<file path="config.mk">
export PLATFORM = sky130hd
export DESIGN_NAME = inmux_dat_arb
export DESIGN_NICKNAME = d
export VERILOG_FILES = /design/src/rtl/inmux_dat_arb.sv
export SDC_FILE = /design/constraint.sdc
export NUM_CORES = 1
export LEC_CHECK = 0
export ABC_AREA = 1
export BUFFER_PORTS_ARGS = -buffer_cell sky130_fd_sc_hd__buf_2
export CAP_MARGIN = 20
export CORE_ASPECT_RATIO = 0.5
export CORE_UTILIZATION = 35
export CTS_CLUSTER_SIZE = 40
export DETAILED_ROUTE_END_ITERATION = 16
export GPL_ROUTABILITY_DRIVEN = 0
export PLACE_DENSITY_LB_ADDON = 0.15
export SLEW_MARGIN = 40
export SYNTH_ARGS = -nofsm -noshare
export SYNTH_HDL_FRONTEND = slang
export SYNTH_SLANG_ARGS = --single-unit
</file>
<file path="constraint.sdc">
create_clock -name clk -period 4.7 [get_ports clk]
set_input_delay 1.41 -clock clk [delete_from_list [all_inputs] [get_ports clk]]
set_output_delay 1.41 -clock clk [all_outputs]
set_load 0.005 [all_outputs]
</file>
<file path="src/rtl/inmux_dat_arb.sv">
// inmux_dat_arb: round-robin gather of PORTS upstream word sources onto one
// downstream channel through a 2-entry FIFO. Grants depend only on the
// registered FIFO count, so there is no combinational path from i_inmux_ack
// to t_k_ack.
module inmux_dat_arb #(
  parameter int SLICES     = 4,
  parameter int DATA_WIDTH = 32,
  parameter int PORTS      = 4,
  parameter int SEL_WIDTH  = 2
) (
  input  logic                               clk,
  input  logic                               reset_n,
  input  logic [PORTS*SLICES*DATA_WIDTH-1:0] t_k_dat,
  input  logic [PORTS-1:0]                   t_k_req,
  output logic [PORTS-1:0]                   t_k_ack,
  output logic [SLICES*DATA_WIDTH-1:0]       i_inmux_dat,
  output logic                               i_inmux_req,
  input  logic                               i_inmux_ack,
  output logic [SEL_WIDTH-1:0]               sel
);

  localparam int W = SLICES * DATA_WIDTH;

  logic [W-1:0]         mem_dat_q [2];
  logic [SEL_WIDTH-1:0] mem_sel_q [2];
  logic                 wr_ptr_q, wr_ptr_d;
  logic                 rd_ptr_q, rd_ptr_d;
  logic [1:0]           count_q, count_d;
  logic [SEL_WIDTH-1:0] last_q;
  logic [W-1:0]         dat_q, dat_d;
  logic [SEL_WIDTH-1:0] sel_q, sel_d;

  logic                 space;
  logic                 found;
  logic [SEL_WIDTH-1:0] gnt_idx;
  logic [SEL_WIDTH-1:0] cand_idx;
  logic                 push, pop;
  logic [W-1:0]         push_dat;

  assign space       = (count_q < 2'd2);
  assign i_inmux_req = (count_q != 2'd0);
  assign i_inmux_dat = dat_q;
  assign sel         = sel_q;

  // Round-robin search starting just after the last granted port.
  always_comb begin
    found    = 1'b0;
    gnt_idx  = '0;
    cand_idx = '0;
    for (int unsigned i = 1; i <= PORTS; i++) begin
      cand_idx = SEL_WIDTH'((32'(last_q) + i) % PORTS);
      if (!found && t_k_req[cand_idx]) begin
        found   = 1'b1;
        gnt_idx = cand_idx;
      end
    end
  end

  // One-hot grant, only while the FIFO has a free slot.
  always_comb begin
    t_k_ack = '0;
    if (space && found) t_k_ack[gnt_idx] = 1'b1;
  end

  assign push     = space & found;
  assign pop      = i_inmux_req & i_inmux_ack;
  assign push_dat = t_k_dat[gnt_idx*W +: W];

  // Next pointers, occupancy and the head word that will be presented.
  // The head is registered: on push-into-head-slot it bypasses the memory,
  // and when the FIFO drains it holds the last popped word.
  always_comb begin
    wr_ptr_d = wr_ptr_q ^ push;
    rd_ptr_d = rd_ptr_q ^ pop;
    count_d  = count_q;
    case ({push, pop})
      2'b10:   count_d = count_q + 2'd1;
      2'b01:   count_d = count_q - 2'd1;
      default: count_d = count_q;
    endcase
    dat_d = dat_q;
    sel_d = sel_q;
    if (count_d != 2'd0) begin
      if (push && (wr_ptr_q == rd_ptr_d)) begin
        dat_d = push_dat;
        sel_d = gnt_idx;
      end else begin
        dat_d = mem_dat_q[rd_ptr_d];
        sel_d = mem_sel_q[rd_ptr_d];
      end
    end
  end

  // FIFO storage, pointers, priority pointer and registered outputs.
  always_ff @(posedge clk or negedge reset_n) begin
    if (!reset_n) begin
      mem_dat_q[0] <= '0;
      mem_dat_q[1] <= '0;
      mem_sel_q[0] <= '0;
      mem_sel_q[1] <= '0;
      wr_ptr_q     <= 1'b0;
      rd_ptr_q     <= 1'b0;
      count_q      <= '0;
      last_q       <= SEL_WIDTH'(PORTS - 1);
      dat_q        <= '0;
      sel_q        <= '0;
    end else begin
      if (push) begin
        mem_dat_q[wr_ptr_q] <= push_dat;
        mem_sel_q[wr_ptr_q] <= gnt_idx;
        last_q              <= gnt_idx;
      end
      wr_ptr_q <= wr_ptr_d;
      rd_ptr_q <= rd_ptr_d;
      count_q  <= count_d;
      dat_q    <= dat_d;
      sel_q    <= sel_d;
    end
  end

endmodule

</file>
# --- Yosys cells after proc, flatten, opt, wreduce, memory -nomap -nowiden ---
# Index checks and enable logic that the tools add are counted.
word_totals:
  register_bits: 396
  inputBits: 519
  output_inout_bits: 135
  elab_cells: 82
op_classes:
  n_addsub: 6
  magnitude_cmp: 10
  eq_ne: 3
  n_shift: 1
  muxes: 34
  bitwise_logic: 6
  n_reduce_logical: 12
op_table:
  columns: ["cell", "n"]
  rows:
  - ["128-bit 2-to-1 mux", 5]
  - ["512-bit by 10-bit indexed part select with 128-bit output", 1]
  - ["256-bit bitwise mux", 1]
  - ["128-bit demux with 1-bit select", 1]
  - ["2-bit 2-to-1 mux", 9]
  - ["2-bit by 3-bit < comparator with 1-bit output (second input constant)", 5]
  - ["1-bit 2-to-1 mux", 9]
  - ["1-bit binary-select mux with 2-bit select", 4]
  - ["1-bit logical AND", 7]
  - ["2-bit by 1-bit adder with 2-bit output (second input constant)", 3]
  - ["2-bit adder (second input constant)", 2]
  - ["4-bit bitwise mux", 1]
  - ["2-bit greater-or-equal comparator (second input constant)", 2]
  - ["4-bit 2-to-1 mux", 1]
  - ["1-bit inverter with 2-bit output", 2]
  - ["2-bit one-hot mux with 2 select lines", 1]
  - ["2-bit nonzero test", 2]
  - ["1-bit zero test", 3]
  - ["1-bit bitwise AND", 2]
  - ["1-bit demux with 2-bit select", 1]
  - ["2-bit demux with 1-bit select", 1]
  - ["2-bit by 1-bit equality test with 1-bit output (second input constant)", 1]
  - ["2-bit equality test (second input constant)", 1]
  - ["2-bit by 1-bit greater-or-equal comparator with 1-bit output (second input constant)", 1]
  - ["other kinds (5)", 6]

# --- Logic depth before layout (Yosys ltp) ---
# Gate-level depths: netlist of the first run.
depth:
  depth_word: 18
  depth_mapped: 20

# --- Least setup slack after synthesis of the first run ---
# Ideal clock, no wire load.
synth_timing:
  path_type: "input-to-output"
  start: "input port t_k_req[3]"
  end: "output port t_k_ack[2]"
  arrival_ns: 2.779
  t_required_ns: 3.290
  setup_slack_ns: 0.511
  cell_stages: 13
  cell_sequence: "inv_1 nand2_1 nand3_1 nand2_1 nor2_4 nand3_2 nand3_1 nand2_2 inv_2 buf_4 buf_2 nand2_1 nor2_1"
synth_via:
  elab_chain_cells: 17
  elab_cells_between_ends: 29
synth_rtl:
  columns: ["element", "line", "text"]
  rows:
  - ["start: declaration", "14", "input logic [PORTS-1:0] t_k_req,"]
  - ["1-bit binary-select mux with 2-bit select", "52", "if (!found && t_k_req[cand_idx]) begin"]
  - ["1-bit 2-to-1 mux (implied by the code)", "52", null]
  - ["1-bit 2-to-1 mux", "52", null]
  - ["1-bit zero test", "52", null]
  - ["1-bit logical AND", "52", null]
  - ["1-bit 2-to-1 mux", "52", null]
  - ["1-bit zero test", "52", null]
  - ["1-bit logical AND", "52", null]
  - ["1-bit 2-to-1 mux", "52", null]
  - ["1-bit zero test", "52", null]
  - ["1-bit logical AND", "52", null]
  - ["2-bit 2-to-1 mux", "52", null]
  - ["2-bit by 3-bit < comparator with 1-bit output (implied by the code) or 2-bit by 1-bit greater-or-equal comparator with 1-bit output (tied branches)", "62", "if (space && found) t_k_ack[gnt_idx] = 1'b1;"]
  - ["1-bit logical AND (implied by the code)", "62", null]
  - ["1-bit 2-to-1 mux (implied by the code)", "62", null]
  - ["1-bit demux with 2-bit select", "62", null]
  - ["4-bit 2-to-1 mux (*)", "62", null]
  - ["end: declaration", "15", "output logic [PORTS-1:0] t_k_ack,"]
# Every way passes the cells marked *; elsewhere a longest branch is shown, timed or not. The select of a mux whose other input is x is not followed.

# --- Final worst setup path of the first run ---
layout_timing:
  start: "input port t_k_req[2]"
  end: "output port t_k_ack[2]"
# The elaborated chain is that of the path after synthesis.

==> impl_metrics.csv, run 1 <==
group,metric,value,unit
outcome,outcome,"finished clean",
logic_synthesis,synthTopCellsByArea,"dfrtp_1 (35%), nand2_1 (25%), nand3_1 (18%)",
drt,drcViolationCount,0,
clock_network,post_cts_resized,0,
global_routing,overflow,0,
logic_synthesis,synth_warnings,0,
logic_synthesis,ys_seq_area_share,35.6,%
logic_synthesis,synth-seq-cells,396,
timing,grt_setup_unrepaired,"false",
final_layout,final_nets,5377,
final_layout,drive_above_1_share,17.9,%
drt,dr.pass1.iters,6,
final_layout,final_cell_mix,"nand2_1 (1,844), nand3_1 (1,029), buf_2 (652), inv_1 (524), dfrtp_1 (394)",
timing,worst_pin_slew,1.14,ns
placement,dp_hpwl,68200,um
timing,slew_violations,0,
timing,relSlewSlack,23.8,%
timing,setup_viol,0,
logic_synthesis,async_flop_share,100,%
job,drv_cap,0,
drt,wire_per_inst,18.4,um
placement,io_buffer_count,653,
timing,fin_skew,0.0226,ns
clock_network,max-clock-path-buffers,3,
logic_synthesis,synthCells,4435,
logic_synthesis,synthFlopType,"dfrtp_1",
clock_network,cts_hold_buf,0,
logic_synthesis,avgSynthCellArea,6.28,sq um
drt,routed_wl,109000,um
global_routing,grt_pass1_vias,30500,
clock_network,cts_sinks,396,
worst_setup_path,r2r-start,"last_q[0]",
logic_synthesis,synth_top_area_share,35.4,%
floorplanning,fp.dieH,202,um
worst_setup_path,cp-end-kind,"output pin",
worst_setup_path,crit_required,3.29,ns
timing,hold_slack,0.473,ns
logic_synthesis,synth_nets,4957,
clock_network,cts_tree,"built",
clock_network,cts_setup_buffers,0,
worst_setup_path,path_class,"primary input to output pin",
clock_network,clk_pin_slew,0.06,ns
drt,ant_nets,0,
timing,hold_viol_final,0,
worst_setup_path,reg2reg_slack,1.05,ns
drt,vias,30800,
worst_setup_path,reg2reg_to,"i_inmux_dat[123]",
final_layout,final_common_cell,"nand2_1",
worst_setup_path,reg2regPathDepth,16,
logic_synthesis,yosysTopAreaCell,"dfrtp_1",
drt,drt_iter0_drc,2467,
floorplanning,die_w,401,um
timing,tns,0,ns
floorplanning,coreArea,78000,sq um
clock_network,clock_latency,0.57,ns
timing,fmax,229,MHz
worst_setup_path,arrival,2.97,ns
min_path,whs_path_depth,2,
min_path,holdCritPathClass,"flop to flop",
floorplanning,die-area,80800,sq um
drt,vias_per_cell,5.19,
global_routing,grt_usage,26.6,%
floorplanning,io_pins,654,
floorplanning,start_util,35.7,%
min_path,min_from,"i_inmux_dat[114]",
logic_synthesis,synth_edf_count,0,
global_routing,antenna_found_initial,22,
floorplanning,fp-row-count,72,
logic_synthesis,synth_cell_types,29,
global_routing,grt_max_degree,190,
clock_network,clockRootBuffer,"clkbuf_16",
worst_setup_path,crit_fanout,4,
clock_network,h-tree-depth,2,
clock_network,numCtsBuffers,43,
placement,dpl_cell_area,31800,sq um
worst_setup_path,start_kind,"primary input",
global_routing,grt_pass1_wl,172000,um
min_path,min_to,"i_inmux_dat[114]",
logic_synthesis,synth_area,27900,sq um
final_layout,area_growth,20.1,%
timing,fin_crit_sh,93.1,%
timing,min_period,4.38,ns
final_layout,fin_area,33500,sq um
## worst max path at each step
stage / startpoint / to / slack [ns]
2_1_floorplan: t_k_req[3] / t_k_ack[2] / 0.51
3_3_place_gp: t_k_req[2] / t_k_ack[3] / 0.34
3_5_place_dp: t_k_req[2] / t_k_ack[2] / 0.33
4_1_cts: t_k_req[2] / t_k_ack[2] / 0.33
5_1_grt: t_k_req[2] / t_k_ack[2] / 0.21
6_report: t_k_req[2] / t_k_ack[2] / 0.32
## critical path, cell delays in order
cell     delay (ns)
buf_2          0.13
inv_1          0.07
nand2_1        0.07
nand3_1        0.09
nand2_1        0.13
nor2_4         0.17
nand3_2        0.13
nand3_1        0.20
nand2_8        0.10
inv_8          0.08
nand2_1        0.15
nor2_1         0.13
buf_2          0.12
## layout make-up
class                   count  area, sq um
fillers                  8277        44500
multi-input cells        3168        14500
flip-flops and latches    396         9910
repair buffers            714         4200
inverters                 532         2020
clock buffers              63         1340
well taps                1036         1300
clock inverters            12          143
diodes                     25         62.6
## synthesized netlist by cell type (2+ instances only)
| cell type | number |
|---|---|
| a31oi_1 | 129 |
| buf_1 | 24 |
| buf_2 | 126 |
| buf_4 | 18 |
| buf_6 | 7 |
| clkbuf_1 | 164 |
| dfrtp_1 | 394 |
| dfstp_2 | 2 |
| ha_1 | 3 |
| inv_1 | 526 |
| inv_2 | 4 |
| nand2_1 | 1846 |
| nand2_2 | 3 |
| nand3_1 | 1029 |
| nand3_2 | 2 |
| nor2_1 | 8 |
| o211ai_1 | 62 |
| o211ai_2 | 66 |
| o21ai_0 | 10 |
| or2_2 | 2 |
| xor2_1 | 2 |
## flip-flops by register name (all words and copies together), names as in the netlist
name,flops
last_q,2
i_inmux_dat,128
wr_ptr_q,1
mem_dat_q,256
count_q,2
mem_sel_q,4
rd_ptr_q,1
sel,2
## routing by layer
metal  routed length, um  vias up  track usage, %  part of all wire (%)
met2               54200      983            46.1                    50
met1               45100    14700            33.4                    41
met3                5750      203            3.33                   5.3
met5                  37        -               0                 0.034
met4                4210        4            11.4                   3.9
li1                    -    15000               -                     -
## stage by stage
step / util (%) / instances / setup WS, ns
5_1_grt: 42.9 / 5938 / 0.214
3_5_place_dp: 40.8 / 5842 / 0.329
6_report: 42.9 / 5946 / 0.325
4_1_cts: 42.7 / 5917 / 0.328
2_1_floorplan: - / 4435 / 0.511
3_3_place_gp: 40.8 / 5842 / 0.336
## logic make-up (layout without fill, tap and decap cells)
logic type      Yosys count  in the layout  synth area share, %
fa+ha+maj                 3              3                0.135
xor+xnor                  3              3               0.0943
other cells               0             25                    0
simple gates           2893           2893                 43.7
buf+inv                 871           1321                 12.7
compound gates          269            269                 7.74
flops                   396            396                 35.6
Power of run 1 is left out: the tool's default activity adds up to more than one toggle a clock period on the data nets, which glitch-free logic cannot reach.
==> run 2, diff against run 1 <==
--- a/config.mk
+++ b/config.mk
@@ -13,6 +13,8 @@
 export CTS_CLUSTER_SIZE = 40
 export DETAILED_ROUTE_END_ITERATION = 16
 export GPL_ROUTABILITY_DRIVEN = 0
+export GPL_TIMING_DRIVEN = 0
+export MAX_ROUTING_LAYER = met4
 export PLACE_DENSITY_LB_ADDON = 0.15
 export SLEW_MARGIN = 40
 export SYNTH_ARGS = -nofsm -noshare
==> impl_metrics.csv, run 2 (synthesis results as in run 1) <==
group,metric,value,unit
worst_setup_path,timing.critical_path.buf_inv,5,
clock_network,max-clock-path-buffers,3,
drt,ant_nets,0,
worst_setup_path,cpMaxStageDelayCell,"buf_12",
global_routing,overflow,0,
min_path,holdCritPathClass,"flop to flop",
final_layout,final_common_cell,"nand2_1",
final_layout,drive_above_1_share,18.9,%
timing,worst_pin_slew,0.839,ns
worst_setup_path,cp-end-kind,"output pin",
final_layout,regMostFlops,"mem_dat_q",
timing,relSlewSlack,44.1,%
clock_network,clk_pin_slew,0.06,ns
job,drv_cap,0,
global_routing,antenna_found_initial,30,
final_layout,final_cell_mix,"nand2_1 (1,845), nand3_1 (1,029), buf_2 (774), inv_1 (526), dfrtp_1 (394)",
worst_setup_path,crit_fanout,19,
worst_setup_path,crit_required,3.29,ns
clock_network,clock_latency,0.61,ns
placement,io_buffer_count,653,
placement,dp_hpwl,94200,um
outcome,outcome,"finished clean",
drt,drcViolationCount,0,
worst_setup_path,arrival,3.17,ns
drt,vias,32700,
timing,min_period,4.58,ns
worst_setup_path,reg2reg_slack,0.41,ns
timing,hold_slack,0.474,ns
floorplanning,die-area,80800,sq um
timing,slew_violations,0,
timing,fin_skew,0.0264,ns
min_path,whs_path_depth,2,
global_routing,grt_max_degree,71,
worst_setup_path,cpPeakStageDelay,0.20,ns
clock_network,clockRootBuffer,"clkbuf_16",
final_layout,area_growth,22.7,%
final_layout,largest_register_ffs,256,
clock_network,cts_sinks,396,
floorplanning,die_w,401,um
drt,vias_per_cell,5.25,
worst_setup_path,r2r-start,"last_q[0]",
drt,drt_iter0_drc,3232,
final_layout,n_fill_cell,8354,
timing,fin_crit_sh,97.4,%
drt,routed_wl,124000,um
floorplanning,fp-row-count,72,
worst_setup_path,start_kind,"primary input",
timing,setup_viol,0,
floorplanning,coreArea,78000,sq um
worst_setup_path,reg2regPathDepth,20,
clock_network,numCtsBuffers,44,
final_layout,final_nets,5665,
drt,wire_per_inst,19.9,um
timing,fmax,218,MHz
global_routing,grt_usage,30.6,%
drt,dr.pass1.iters,6,
worst_setup_path,path_class,"primary input to output pin",
worst_setup_path,crit_family,"simple AND/OR/NAND/NOR gates",
min_path,min_to,"i_inmux_dat[66]",
clock_network,cts_tree,"built",
min_path,min_from,"i_inmux_dat[66]",
floorplanning,start_util,35.7,%
clock_network,cts_hold_buf,0,
clock_network,h-tree-depth,2,
worst_setup_path,reg2reg_to,"i_inmux_dat[122]",
global_routing,grt_pass1_vias,30900,
floorplanning,io_pins,654,
global_routing,grt_pass1_wl,184000,um
worst_setup_path,cp_cell_sequence,"buf_2, inv_1, nand2_1, nand3_1, nand2_1, nor2_4, nand3_2, nand3_1, nand2_4, inv_4, buf_12, nand2_2, nor2_1, buf_2",
timing,hold_viol_final,0,
floorplanning,fp.dieH,202,um
run 2: worst reg2reg max path: cells and delay by family (launching register included):
| kind | cells | cell delay [ns] |
|---|---|---|
| adders and majority gates | 1 | 0.27 |
| AOI/OAI and AO/OA | 1 | 0.16 |
| and+or+nand+nor | 12 | 1.65 |
| buffers and inverters | 5 | 1.47 |
| DFF | 1 | 0.52 |
| xor gates and xnor gates | 1 | 0.10 |
run 2: worst max path at each step:
| stage | from | to | depth (start not counted) |
|---|---|---|---|
| 2_1_floorplan | t_k_req[3] | t_k_ack[2] | 13 |
| 3_3_place_gp | reset_n | i_inmux_dat[116] | 1 |
| 3_5_place_dp | t_k_req[3] | t_k_ack[0] | 13 |
| 4_1_cts | t_k_req[3] | t_k_ack[0] | 12 |
| 5_1_grt | t_k_req[3] | t_k_ack[3] | 14 |
| 6_report | t_k_req[3] | t_k_ack[3] | 14 |
run 2: final cells by class:
type | instances | area, sq um | area share (%)
sequential | 396 | 9910 | 29.0
clock buffer | 65 | 1310 | 3.83
inverter | 532 | 2000 | 5.86
timing repair buffer | 666 | 3500 | 10.2
multi-input combinational | 3168 | 14400 | 42.1
buffer | 335 | 1590 | 4.65
antenna | 17 | 42.5 | 0.124
tap | 1036 | 1300 | 3.79
clock inverter | 13 | 131 | 0.384
run 2: layer usage:
metal	part of all wire, %	up-vias	global-route usage (%)
li1	-	15600	-
met4	3.0	0	9.20
met1	41	15600	38.8
met3	8.0	228	4.55
met5	0	-	-
met2	48	1329	50.5
run 2: what timing repair did:
| item | CTS | global route |
|---|---|---|
| endpoints found under the hold margin | 0 | 0 |
| buffers inserted | 0 | 6 |
| endpoints found under the setup margin | 4 | 4 |
| gates resized for setup | 9 | 8 |
run 2: through the flow:
step                setup slack, ns  setup TNS, ns  util (%)  area [sq um]  cells
floorplan                     0.511              0         -         27900   4435
finish                        0.121              0      43.8         34200   6228
global route              -0.000517      -0.000517      43.8         34200   6219
global placement              -6.16       -2493.32      41.6         32400   6124
detailed placement           -0.756         -12.49      41.8         32600   6131
CTS                          0.0112              0      43.7         34100   6205
Power of run 2 is left out for the same reason.
